==> src/rtl/uart_pkt_pkg.sv <==
// Shared types and constants for the UART receive packet controller.
package uart_pkt_pkg;

    typedef enum logic [2:0] {
        IDLE,
        LEN,
        PAYLOAD,
        CHECK,
        HOLD
    } pkt_state_t;

    typedef enum logic [2:0] {
        ERR_NONE     = 3'd0,
        ERR_LEN      = 3'd1,
        ERR_CHECKSUM = 3'd2,
        ERR_TIMEOUT  = 3'd3,
        ERR_PARITY   = 3'd4
    } pkt_err_t;

    localparam logic [7:0] SYNC_BYTE_DEFAULT = 8'hA5;

    function automatic logic [7:0] sat_inc8(input logic [7:0] v);
        return (v == 8'hFF) ? v : v + 8'd1;
    endfunction

endpackage

==> src/rtl/uart_pkt_timeout.sv <==
// Inter-byte timeout counter: synchronous clear, count enable, terminal-count flag.
module uart_pkt_timeout #(
    parameter int unsigned CYCLES = 1000
) (
    input  logic clk,
    input  logic rst,
    input  logic clr,
    input  logic en,
    output logic tc_c
);

    localparam int unsigned CW = (CYCLES > 1) ? $clog2(CYCLES) : 1;

    logic [CW-1:0] cnt_q;

    assign tc_c = (cnt_q == CW'(CYCLES - 1));

    // Counter parks at terminal count until cleared.
    always_ff @(posedge clk or posedge rst) begin
        if (rst) begin
            cnt_q <= '0;
        end else if (clr) begin
            cnt_q <= '0;
        end else if (en && !tc_c) begin
            cnt_q <= cnt_q + CW'(1);
        end
    end

endmodule

==> src/rtl/uart_rx_packet_ctrl.sv <==
// Frames UART receiver bytes into SYNC/LEN/payload/CHK packets and holds good payloads for the core.
// Optional per-error statistics counters are built when UART_RX_PKT_STATS_EN is defined.
module uart_rx_packet_ctrl
    import uart_pkt_pkg::*;
#(
    parameter int unsigned   MAX_LEN        = 16,
    parameter logic [7:0]    SYNC_BYTE      = SYNC_BYTE_DEFAULT,
    parameter int unsigned   TIMEOUT_CYCLES = 1000,
    localparam int unsigned  AW             = $clog2(MAX_LEN)
) (
    input  logic          clk,
    input  logic          rst,
    input  logic [7:0]    rx_data,
    input  logic          rx_valid,
    input  logic          rx_parity_err,
    output logic          rx_enable,
    output logic          frame_valid,
    output logic [7:0]    frame_len,
    input  logic          frame_ack,
    input  logic [AW-1:0] rd_addr,
    output logic [7:0]    rd_data,
    output logic          frame_err,
    output logic [2:0]    err_code,
    output logic          busy
`ifdef UART_RX_PKT_STATS_EN
    ,
    output logic [7:0]    len_err_cnt,
    output logic [7:0]    chk_err_cnt,
    output logic [7:0]    tmo_err_cnt,
    output logic [7:0]    par_err_cnt,
    output logic [7:0]    ovr_cnt
`endif
);

    pkt_state_t    state_q, state_d;
    pkt_err_t      err_c;
    logic [7:0]    len_q, len_d;
    logic [7:0]    chk_q, chk_d;
    logic [7:0]    frame_len_d;
    logic [AW-1:0] idx_q, idx_d;
    logic          wr_en_c;
    logic          len_ok_c;
    logic          in_pkt_c;
    logic          tmo_tc_c;
    logic [7:0]    mem [MAX_LEN];

    assign len_ok_c = (rx_data != 8'd0) && (32'(rx_data) <= MAX_LEN);
    assign in_pkt_c = (state_q == LEN) || (state_q == PAYLOAD) || (state_q == CHECK);

    uart_pkt_timeout #(
        .CYCLES (TIMEOUT_CYCLES)
    ) u_timeout (
        .clk  (clk),
        .rst  (rst),
        .clr  (rx_valid | ~in_pkt_c),
        .en   (in_pkt_c),
        .tc_c (tmo_tc_c)
    );

    // Next state; parity beats a byte, a byte beats the timeout.
    always_comb begin
        state_d     = state_q;
        err_c       = ERR_NONE;
        len_d       = len_q;
        chk_d       = chk_q;
        idx_d       = idx_q;
        frame_len_d = frame_len;
        wr_en_c     = 1'b0;

        case (state_q)
            IDLE: begin
                if (rx_valid && (rx_data == SYNC_BYTE)) state_d = LEN;
            end
            LEN: begin
                if (rx_parity_err) begin
                    err_c = ERR_PARITY;
                end else if (rx_valid) begin
                    if (len_ok_c) begin
                        len_d   = rx_data;
                        chk_d   = rx_data;
                        idx_d   = '0;
                        state_d = PAYLOAD;
                    end else begin
                        err_c = ERR_LEN;
                    end
                end else if (tmo_tc_c) begin
                    err_c = ERR_TIMEOUT;
                end
            end
            PAYLOAD: begin
                if (rx_parity_err) begin
                    err_c = ERR_PARITY;
                end else if (rx_valid) begin
                    wr_en_c = 1'b1;
                    chk_d   = chk_q ^ rx_data;
                    if (8'(idx_q) == (len_q - 8'd1)) begin
                        state_d = CHECK;
                    end else begin
                        idx_d = idx_q + AW'(1);
                    end
                end else if (tmo_tc_c) begin
                    err_c = ERR_TIMEOUT;
                end
            end
            CHECK: begin
                if (rx_parity_err) begin
                    err_c = ERR_PARITY;
                end else if (rx_valid) begin
                    if (rx_data == chk_q) begin
                        state_d     = HOLD;
                        frame_len_d = len_q;
                    end else begin
                        err_c = ERR_CHECKSUM;
                    end
                end else if (tmo_tc_c) begin
                    err_c = ERR_TIMEOUT;
                end
            end
            HOLD: begin
                if (frame_ack) state_d = IDLE;
            end
            default: state_d = IDLE;
        endcase

        if (err_c != ERR_NONE) state_d = IDLE;
    end

    // State, datapath and registered outputs.
    always_ff @(posedge clk or posedge rst) begin
        if (rst) begin
            state_q     <= IDLE;
            len_q       <= 8'd0;
            chk_q       <= 8'd0;
            idx_q       <= '0;
            rx_enable   <= 1'b1;
            frame_valid <= 1'b0;
            frame_len   <= 8'd0;
            frame_err   <= 1'b0;
            err_code    <= 3'd0;
            busy        <= 1'b0;
            rd_data     <= 8'd0;
        end else begin
            state_q     <= state_d;
            len_q       <= len_d;
            chk_q       <= chk_d;
            idx_q       <= idx_d;
            rx_enable   <= (state_d != HOLD);
            frame_valid <= (state_d == HOLD);
            frame_len   <= frame_len_d;
            frame_err   <= (err_c != ERR_NONE);
            busy        <= (state_d == LEN) || (state_d == PAYLOAD) || (state_d == CHECK);
            if (err_c != ERR_NONE) err_code <= err_c;
            rd_data     <= mem[rd_addr];
        end
    end

    // Payload buffer; only written in PAYLOAD, so it is frozen while a frame is held.
    always_ff @(posedge clk) begin
        if (wr_en_c) mem[idx_q] <= rx_data;
    end

`ifdef UART_RX_PKT_STATS_EN
    always_ff @(posedge clk or posedge rst) begin
        if (rst) begin
            len_err_cnt <= 8'd0;
            chk_err_cnt <= 8'd0;
            tmo_err_cnt <= 8'd0;
            par_err_cnt <= 8'd0;
            ovr_cnt     <= 8'd0;
        end else begin
            if (err_c == ERR_LEN)              len_err_cnt <= sat_inc8(len_err_cnt);
            if (err_c == ERR_CHECKSUM)         chk_err_cnt <= sat_inc8(chk_err_cnt);
            if (err_c == ERR_TIMEOUT)          tmo_err_cnt <= sat_inc8(tmo_err_cnt);
            if (err_c == ERR_PARITY)           par_err_cnt <= sat_inc8(par_err_cnt);
            if (state_q == HOLD && rx_valid)   ovr_cnt     <= sat_inc8(ovr_cnt);
        end
    end
`endif

endmodule

==> config.mk <==
export PLATFORM = sky130hd
export DESIGN_NAME = uart_rx_packet_ctrl
export DESIGN_NICKNAME = d
export VERILOG_FILES = /design/src/rtl/uart_pkt_pkg.sv /design/src/rtl/uart_pkt_timeout.sv /design/src/rtl/uart_rx_packet_ctrl.sv
export SDC_FILE = /design/constraint.sdc
export NUM_CORES = 1
export LEC_CHECK = 0
export BUFFER_PORTS_ARGS = -buffer_cell sky130_fd_sc_hd__buf_2
export CAP_MARGIN = 10
export CORE_AREA = 5 5 145 147
export CTS_CLUSTER_DIAMETER = 30
export DETAILED_ROUTE_END_ITERATION = 6
export DIE_AREA = 0 0 150 152
export PLACE_DENSITY = 0.65
export SYNTH_ARGS = -nofsm -noshare
export SYNTH_HDL_FRONTEND = slang
export SYNTH_HIERARCHICAL = 1
export SYNTH_SLANG_ARGS = --single-unit
==> constraint.sdc <==
create_clock -name clk -period 4.68 [get_ports clk]
set_input_delay 0.936 -clock clk [delete_from_list [all_inputs] [get_ports clk]]
set_output_delay 0.936 -clock clk [all_outputs]
set_load 0.1 [all_outputs]
==> summary by stage <==
Routing
In the routed design, unresolved DRC markers number 0. The detailed-route via count is 4215. After detailed routing, the number of vias per cell comes to 5.38. The routed length per instance is 20.8 µm. The detailed router finished its first iteration with 311 violations. The detail route stage leaves a number of antenna-violating nets equal to 0. For this run, the detailed router's first-pass iteration total came to 4. The routed wire length is 16300 µm.

Clock tree
TritonCTS built the clock tree. The later pin in the worst-skew pair is clocked with a latency of 0.43 ns. The tree is rooted in a clkbuf_16.

Buffers added to address setup during post-CTS repair amount to 0. The clock tree synthesis step divided the H-tree into 4 levels. Once the clock tree was built, the resizer swapped 0 gates to a different size. The clock passes through at most 2 buffers. The clock-pin transition on the worst setup and hold timing paths is 0.07 ns. The number of clock buffers inserted by TritonCTS is 17. The number of hold-repair buffers added at the cts stage is 0. Clock tree synthesis found a total of 184 sinks.

Finish
The multi-input logic area is 0.00233 mm². The commonest non-fill, non-tap cell in the layout is edfxtp_1. The proportion of layout cells with a drive suffix above 1 is 24.3%. The layout has 1756 filler cells. The synthesis-to-layout area growth is 13.3%.

After the last flow step, the layout net total stands at 524. The number of antenna diodes in the final layout is 0. Across the whole layout, storage elements account for 0.00525 mm². The library cells used most frequently in the layout, excluding fill and tap cells, are edfxtp_1, dfrtp_1, mux4_2.

Power
The power density of the placed cells is 407 mW/mm². For this design the static power due to leakage is 3.13 nW. IR analysis of the VDD net gives a maximum drop of 358 µV.

Worst setup path
The type of the worst setup path is in2reg. The endpoint of the worst-slack reg-to-reg timing path is u_timeout/cnt_q[0]. The worst setup path is captured at a flop. For the worst setup path, the data required time is 5.00 ns. The startpoint class of the critical path is an input pin. The critical path arrival is 3.09 ns. The top fanout value on the critical path is 22. The depth of the most critical reg-to-reg path is 6.

Setup slack on the worst reg-to-reg path comes out at 2.06 ns. The startpoint identified for the worst register-to-register timing path is state_q[1].

STA
The smallest setup slack after layout is 1.92 ns. Setup violations remaining at the end of the flow were counted as 0. The hold slack is 0.485 ns. Setup repair after global routing left no endpoint under its margin. The smallest clock period supported by the final layout is computed as 2.76 ns. The final hold violation count is 0.

The worst pin sits at a relative slew slack of 30.2%. The final clock period utilization by the worst path is 59.1%. The number of max-slew violations in the final report is 0.

The maximum clock rate is 362 MHz. The worst-margin pin slew is 1.05 ns. The sum of negative setup slack is 0 ns. Across the routed clock network, the largest skew measured is 0.00977 ns.

Yosys
For this run, asynchronously set or reset flops after synthesis account for 30.4%. The count of warnings emitted by yosys is 6. The mapped netlist covers 0.00770 mm². The sequential share of the synthesized area is 68.1%.

The multiplexer share of the synthesized area is 14.5%. After synthesis, the mean cell area works out to 16.7 µm². Summing the areas of all compound-gate instances in the mapped netlist gives 4.61% of the synthesized area. The synthesized netlist devotes 1.82% of its cell area to XOR and XNOR gates. Among all flip-flop cells after synthesis, the most frequent one is edfxtp_1. Yosys mapped the design onto 54 distinct sky130hd cell types.

The synthesized netlist net count is 483. Counting flops with a built-in enable in the synthesized netlist gives 128. The combinational family with the most area after synthesis is multiplexers. Summing the areas of all and, or, nand and nor instances in the mapped netlist gives 8.38% of the synthesized area. The cell count after synthesis is 460.

The adder-cell share of the synthesized area is 0.974%. The count of state elements after synthesis is 184.

Outcome
The run finished with clean final reports.

Hold path
The end point of the worst hold path is frame_len[2]. The classification of the worst-slack hold path is reg2reg. The start point of the worst min-delay path is frame_len[2].

Counting instances, the worst hold path has a depth of 1.

Global routing
Entering global routing, the biggest net connects 47 pins. Global routing consumed, over all layers together, 14.8% of the routing resources. The via count of the first global-routing pass is 4413. The first global-routing pass estimated 25200 µm of wire. The initial antenna violation count is 0. For this run the aggregate overflow at the end of global routing stands at 0.

Floorplanning
The die covers 0.0228 mm². The floorplan die width is 150 µm. The initial utilization of the core area, before any placement, comes to 39.0%. The placement row count is 52. The number of placed I/O pins is 40. In this run the vertical extent of the chip is 152 µm.

The area of the core is 0.0198 mm².

Job
Across the run, the number of max-cap violations was 0.

Placement
Detailed placement finished with a half-perimeter wire length of 10400 µm. The global placer's final weighted congestion is 0.845. The count of port buffers added during placement is 39. Prior to clock tree synthesis, the placed netlist has a worst setup slack of 1.46 ns.
[per-layer routing]
metal,track usage [%],share of wire (%),vias to the layer above
met4,4.44,0.89,0
met3,3.93,5.4,9
met2,23.9,52,113
met1,19.7,42,2193
met5,0,0,-
li1,-,-,1900
[per-stage QoR]
stage               utilization (%)  cells  power [mW]  area (µm²)
floorplan                         -    460        2.11        7700
global placement               41.3    752        2.20        8160
detailed placement             41.3    752        2.21        8160
CTS                            44.1    784        3.59        8730
global route                   44.1    784        3.68        8730
finish                         44.1    784        3.56        8730
[sequential cells by signal (all words and copies together) (netlist names), 3 cells and up]
register         count
mem                128
u_timeout/cnt_q     10
rd_data              8
idx_q                4
chk_q                8
state_q              3
len_q                8
frame_len            8
err_code             3
[cells in the mapped netlist (6+ instances only)]
library cell | count | share of area [%]
a21oi_1 | 15 | 0.97
and2_1 | 15 | 1.2
buf_2 | 8 | 0.52
dfrtp_1 | 55 | 18
edfxtp_1 | 128 | 50
ha_1 | 6 | 0.97
inv_1 | 10 | 0.49
mux2_1 | 8 | 1.2
mux4_2 | 40 | 12
nand2_1 | 22 | 1.1
nand3_1 | 15 | 0.97
nor2_1 | 18 | 0.88
nor3_1 | 8 | 0.52
or4_1 | 6 | 0.58
xnor2_1 | 11 | 1.3
[final cells by class]
type,count,area share [%]
sequential,184,60.1
multi-input combinational,247,26.7
clock buffer,18,4.91
tap,270,3.87
timing repair buffer,41,2.41
clock inverter,14,1.59
inverter,10,0.430
[kinds of logic (layout without fill, tap and decap cells)]
kind of cell / after synthesis / in the layout
flip-flops: 184 / 184
AO/OA/AOI/OAI: 50 / 50
XOR/XNOR: 16 / 16
AND/OR/NAND/NOR: 117 / 117
multiplexers: 58 / 58
buffers and inverters: 29 / 83
adder cells (fa/ha/maj): 6 / 6
[power by group]
part	internal (mW)	total (mW)	switching, mW
clock	0.747	1.38	0.636
combinational	0.103	0.349	0.245
sequential	1.78	1.82	0.0392
total	2.64	3.56	0.921
[worst max-delay path by stage]
stage	startpoint	end	depth (start not counted)	slack, ns
2_1_floorplan	rd_addr[0]	rd_data[0]	4	2.12
3_3_place_gp	rx_data[2]	frame_len[5]	7	1.60
3_5_place_dp	rx_data[0]	chk_q[2]	7	1.46
4_1_cts	rx_data[0]	chk_q[2]	7	1.92
5_1_grt	rx_data[0]	chk_q[2]	7	1.74
6_report	rx_data[0]	chk_q[2]	7	1.92
[critical path, cell delays in order]
cell	delay, ns
buf_2	0.23
nor4_1	0.37
mux2i_1	0.37
nor3b_2	0.11
nand2_1	0.59
a21oi_1	0.17
a311oi_1	0.30
Power figures use the tool's default switching activity.
